===== src/rtl/regfile_pkg.sv =====
// Shared definitions for the multi-port register file: controller states,
// default geometry and the packed-port slice helper.
package regfile_pkg;

  typedef enum logic {
    INIT = 1'b0,
    RUN  = 1'b1
  } state_e;

  localparam int DEF_DATA_W = 32;
  localparam int DEF_ADDR_W = 4;
  localparam int DEF_NUM_RD = 2;

  // Low bit of port 'port' inside a packed bus of 'width'-bit fields.
  function automatic int slice_lo(input int port, input int width);
    return port * width;
  endfunction

endpackage


===== src/rtl/regfile_bank.sv =====
// One storage bank: a single write port shared by all banks and one
// registered read port. The read register can be forced to an alternate
// value (zero register, same-cycle forwarding) chosen by the top level.
module regfile_bank #(
  parameter int DATA_W = 32,
  parameter int ADDR_W = 4
) (
  input  logic              clk,
  input  logic              aclr_n,
  input  logic              we,
  input  logic [ADDR_W-1:0] waddr,
  input  logic [DATA_W-1:0] wdata,
  input  logic              re,
  input  logic [ADDR_W-1:0] raddr,
  input  logic              rd_force,
  input  logic [DATA_W-1:0] rd_alt,
  output logic [DATA_W-1:0] q_p1
);

  localparam int DEPTH = 2 ** ADDR_W;

  logic [DATA_W-1:0] mem [DEPTH];

  // Array write; contents are not reset, the clear sequencer zeroes them.
  always_ff @(posedge clk) begin
    if (we) mem[waddr] <= wdata;
  end

  // Registered read (stage p1); the array read sees pre-write contents.
  always_ff @(posedge clk or negedge aclr_n) begin
    if (!aclr_n)  q_p1 <= '0;
    else if (re)  q_p1 <= rd_force ? rd_alt : mem[raddr];
  end

endmodule


===== src/rtl/reg_file_multiport.sv =====
// Multi-port register file: one write port, NUM_RD registered read ports,
// built-in clear sequencer that zeroes the array after reset and on clr_req.
// Optional macro REGFILE_BYPASS_EN: a read of the address being written in
// the same cycle returns the new data (per port); otherwise old data.
module reg_file_multiport
  import regfile_pkg::*;
#(
  parameter int DATA_W   = DEF_DATA_W,
  parameter int ADDR_W   = DEF_ADDR_W,
  parameter int NUM_RD   = DEF_NUM_RD,
  parameter int ZERO_REG = 1
) (
  input  logic                     clk,
  input  logic                     aclr_n,
  input  logic                     clr_req,
  output logic                     ready,
  input  logic                     wren,
  input  logic [ADDR_W-1:0]        wraddress,
  input  logic [DATA_W-1:0]        data,
  output logic                     wr_err,
  input  logic [NUM_RD-1:0]        rden,
  input  logic [NUM_RD*ADDR_W-1:0] rdaddress,
  output logic [NUM_RD*DATA_W-1:0] q
);

  localparam int                DEPTH     = 2 ** ADDR_W;
  localparam logic [ADDR_W-1:0] LAST_ADDR = ADDR_W'(DEPTH - 1);

  state_e            state;
  logic [ADDR_W-1:0] clr_cnt;
  logic              run;
  logic              usr_we;
  logic              wr_zero;
  logic              bank_we;
  logic [ADDR_W-1:0] bank_waddr;
  logic [DATA_W-1:0] bank_wdata;

  assign run     = (state == RUN);
  // A user write is accepted only in RUN and not in a clear-request cycle.
  assign usr_we  = run && wren && !clr_req;
  assign wr_zero = (ZERO_REG != 0) && (wraddress == '0);

  // Sequencer owns the write port in INIT, the user owns it in RUN.
  assign bank_we    = run ? (usr_we && !wr_zero) : 1'b1;
  assign bank_waddr = run ? wraddress : clr_cnt;
  assign bank_wdata = run ? data : '0;

  // Controller: clear sweep in INIT, clear request in RUN, dropped-write flag.
  always_ff @(posedge clk or negedge aclr_n) begin
    if (!aclr_n) begin
      state   <= INIT;
      clr_cnt <= '0;
      ready   <= 1'b0;
      wr_err  <= 1'b0;
    end else begin
      wr_err <= wren && (!run || clr_req);
      if (!run) begin
        clr_cnt <= clr_cnt + ADDR_W'(1);
        if (clr_cnt == LAST_ADDR) begin
          state <= RUN;
          ready <= 1'b1;
        end
      end else if (clr_req) begin
        state   <= INIT;
        ready   <= 1'b0;
        clr_cnt <= '0;
      end
    end
  end

  for (genvar i = 0; i < NUM_RD; i++) begin : g_rd
    logic [ADDR_W-1:0] ra;
    logic              rd_zero;
    logic              rd_force;
    logic [DATA_W-1:0] rd_alt;
    logic [DATA_W-1:0] q_bank;

    assign ra      = rdaddress[slice_lo(i, ADDR_W) +: ADDR_W];
    assign rd_zero = (ZERO_REG != 0) && (ra == '0);

`ifdef REGFILE_BYPASS_EN
    assign rd_force = rd_zero || (usr_we && (ra == wraddress));
    assign rd_alt   = rd_zero ? '0 : data;
`else
    assign rd_force = rd_zero;
    assign rd_alt   = '0;
`endif

    regfile_bank #(
      .DATA_W (DATA_W),
      .ADDR_W (ADDR_W)
    ) u_bank (
      .clk      (clk),
      .aclr_n   (aclr_n),
      .we       (bank_we),
      .waddr    (bank_waddr),
      .wdata    (bank_wdata),
      .re       (run && rden[i]),
      .raddr    (ra),
      .rd_force (rd_force),
      .rd_alt   (rd_alt),
      .q_p1     (q_bank)
    );

    assign q[slice_lo(i, DATA_W) +: DATA_W] = q_bank;
  end

endmodule

===== config.mk =====
export PLATFORM = sky130hd
export DESIGN_NAME = reg_file_multiport
export DESIGN_NICKNAME = d
export VERILOG_FILES = /design/src/rtl/regfile_pkg.sv /design/src/rtl/regfile_bank.sv /design/src/rtl/reg_file_multiport.sv
export SDC_FILE = /design/constraint.sdc
export NUM_CORES = 1
export LEC_CHECK = 0
export ABC_CLOCK_PERIOD_IN_PS = 5090
export CAP_MARGIN = 20
export CORE_MARGIN = 10
export CORE_UTILIZATION = 45
export CTS_CLUSTER_DIAMETER = 120
export DETAILED_ROUTE_END_ITERATION = 12
export PLACE_DENSITY = 0.72
export SLEW_MARGIN = 10
export SYNTH_ARGS = -nofsm -noshare
export SYNTH_HDL_FRONTEND = slang
export SYNTH_HIERARCHICAL = 1
export SYNTH_SLANG_ARGS = --single-unit

===== constraint.sdc =====
create_clock -name clk -period 5.09 [get_ports clk]
set_input_delay 0.509 -clock clk [delete_from_list [all_inputs] [get_ports clk]]
set_output_delay 0.509 -clock clk [all_outputs]
set_load 0.05 [all_outputs]

==> metrics.txt <==
outcome completed; CTS Root Cell clkbuf_16; setup bufs post-CTS 0; CTS H-tree lvls 3; DRT Wirelength 102.7 mm; clk_skew 0.03145 ns; Die W 326.9 µm; post-synthesis cell type count 32; Cell Int Power 0.01872 W; met3 WL 9.445 mm; IO Count 116; EDFF count, synth 1024; number of global-route vias before repair 21802; Worst Hold Class in -> reg; GP Congestion 0.8027; peak supply drop 366.6 µV; Critical Path Max Stage Delay 0.78 ns; Place WS 1.416 ns; area delta synth->final 15.17%; combinational power share 22.2%; WP data arrival 3.37 ns; Clock Path Buffers 3; final setup margin 2.083 ns; pwr dens 550.6 nW/µm²; WP buf/inv 1; global-route wire length before repair 151.3 mm; Max-slew headroom 35.86%; layout cells sized above 1 19.93%; CTS tree built; remaining global-route overflow 0; clock sink count 1095; Seq/Total Area, Yosys 76.73%; Die Area 106900 µm²; drt wl/cell 27.87 µm; Final Hold Viols 0; Antenna Nets Post-Route 0; Slowest-stage cell, CP dfrtp_2; Die Y 326.9 µm; Sw Share 30.35%; # rows 112; Initial Util 45.42%; max frequency 332.5 MHz; hpwl dp 60.08 mm; switching power 0.008156 W; Setup-failing EPs final 0; # DRC 0; Post-Syn Area 42390 µm²; Top FF cell, synth edfxtp_1; critical path fanouts, max 37; unrepaired setup endpoints after global routing false; most frequent cells in the layout edfxtp_1 (1024), mux2i_1 (192), mux4_2 (192); met2 wire len 48.39 mm; clock latency at the later pin of the worst-skew pair 0.68 ns; CP cell instances mux2_4 -> or3b_2 -> nor2_4 -> buf_4; crit path capture type flip-flop; Crit path max-delay family simple AND/OR/NAND/NOR gates; Via density 5.851; clock-pin slew on the worst setup and hold paths 0.06 ns; PortBufs 115; async set-reset flop share out of synthesis 6.484%; DRT iter0 DRCs 2507; routed length on met1 42.35 mm; max layer used met4; Slew Viols, Final 0; core area 93330 µm²; post-route clock period utilization 59.08%; worst-margin pin slew 0.9621 ns; Leak Pwr 16.14 nW; sequential fraction of design power 49.8%; setup_tns 0 ns; CP Data Required Time 5.45 ns; synth warn 6; TritonCTS Buffers 101; crit path launch type flip-flop; fin crit period 3.007 ns; initial antenna violation count 6; Max Cap Violations 0; cell count after synthesis 2109; commonest non-fill, non-tap cell in the layout edfxtp_1; Clock power frac 28.0%; CP Class reg -> reg; largest net degree at the start of global routing 74; Total GRT Usage 19.01%; Final Hold Slack 0.4360 ns; First-pass DRT Iterations 5; fin nets 2395; FF+latch count, synth 1095; Syn Area/Cell 20.10 µm²; DR vias 21560
## final cells by class
cell class	instances	area, µm²
clock buffer	132	2756
multi-input combinational	947	9588
antenna	2	5.005
inverter	3	11.26
sequential	1095	32530
clock inverter	56	549.3
timing repair buffer	196	1812
tap	1254	1569
fill	7115	44510
## through the flow
step	cell area, µm²	utilization (%)	power, W	std cells
6_report	48820	52.31	0.02688	3685
5_1_grt	48810	52.30	0.02783	3683
4_1_cts	48780	52.27	0.02702	3682
3_5_place_dp	45470	48.72	0.01954	3493
3_3_place_gp	45450	48.70	0.01928	3492
2_1_floorplan	42620	-	0.01680	2172
## repair_timing
item	CTS	global route
gates resized for setup	0	0
endpoints found under the hold margin	43	0
hold buffers	1	0
## layer usage
layer / vias up / GRT usage (%)
met5: - / 0
met4: 0 / 5.783
met3: 126 / 3.832
met2: 1089 / 29.66
met1: 11287 / 26.94
li1: 9058 / -
## worst paths after layout
path	from	end	slack, ns	depth (start not counted)
min	wren	wr_err	0.44	2
max	run	g_rd[1].u_bank/mem[2][28]	2.08	4
max in group asynchronous	aclr_n	g_rd[0].u_bank/q_p1[31]	3.54	3
min reg2reg	g_rd[0].u_bank/q_p1[7]	g_rd[0].u_bank/q_p1[7]	0.53	2
max reg2reg	run	g_rd[1].u_bank/mem[2][28]	2.08	4
min in group asynchronous	aclr_n	g_rd[1].u_bank/q_p1[16]	0.47	2
## flip-flops by register name, summed over array words and instances (netlist names)
| register | cells |
|---|---|
| clr_cnt | 4 |
| g_rd.u_bank/mem | 1024 |
| run | 1 |
| wr_err | 1 |
| g_rd.u_bank/q_p1 | 64 |
| ready | 1 |
## power by group through the flow
stage          sequential [W]  clock [W]  combinational (W)
2_1_floorplan          0.0142          0            0.00260
3_3_place_gp           0.0134          0            0.00586
3_5_place_dp           0.0136          0            0.00599
4_1_cts                0.0134    0.00761            0.00601
5_1_grt                0.0135    0.00798            0.00630
6_report               0.0134    0.00753            0.00596
## Yosys cell counts, types with 4 or more instances
cell      count  area share (%)
nand3b_1      7            0.12
and2_1       37            0.55
buf_1         8           0.071
buf_4        14            0.25
edfxtp_1   1024              73
o21ai_1      61            0.72
nor3_1        8           0.094
or3b_2        4           0.083
clkbuf_1     40            0.35
buf_2        52            0.61
a221oi_1     64             1.3
mux4_2      192              10
o211ai_1     64             1.1
nand3_1       4           0.047
mux2i_1     192             4.5
nand2_1     133             1.2
dfrtp_1      71             4.2
nor2_1       24            0.21
o21ai_0      72            0.85
buf_6         4            0.11
buf_12        8            0.38
nand2b_1      6           0.089
## kinds of logic (layout without fill, tap and decap cells)
family / count (synthesis) / count (layout) / share of synthesized area, %
AND/OR/NAND/NOR: 228 / 228 / 2.447
buffers and inverters: 130 / 387 / 1.809
adder cells (fa/ha/maj): 1 / 1 / 0.02951
flip-flops: 1095 / 1095 / 76.73
other: 1 / 66 / 0.008847
multiplexers: 387 / 387 / 14.84
AO/OA/AOI/OAI: 265 / 265 / 4.088
XOR/XNOR: 2 / 2 / 0.04133
Power figures use the tool's default switching activity.
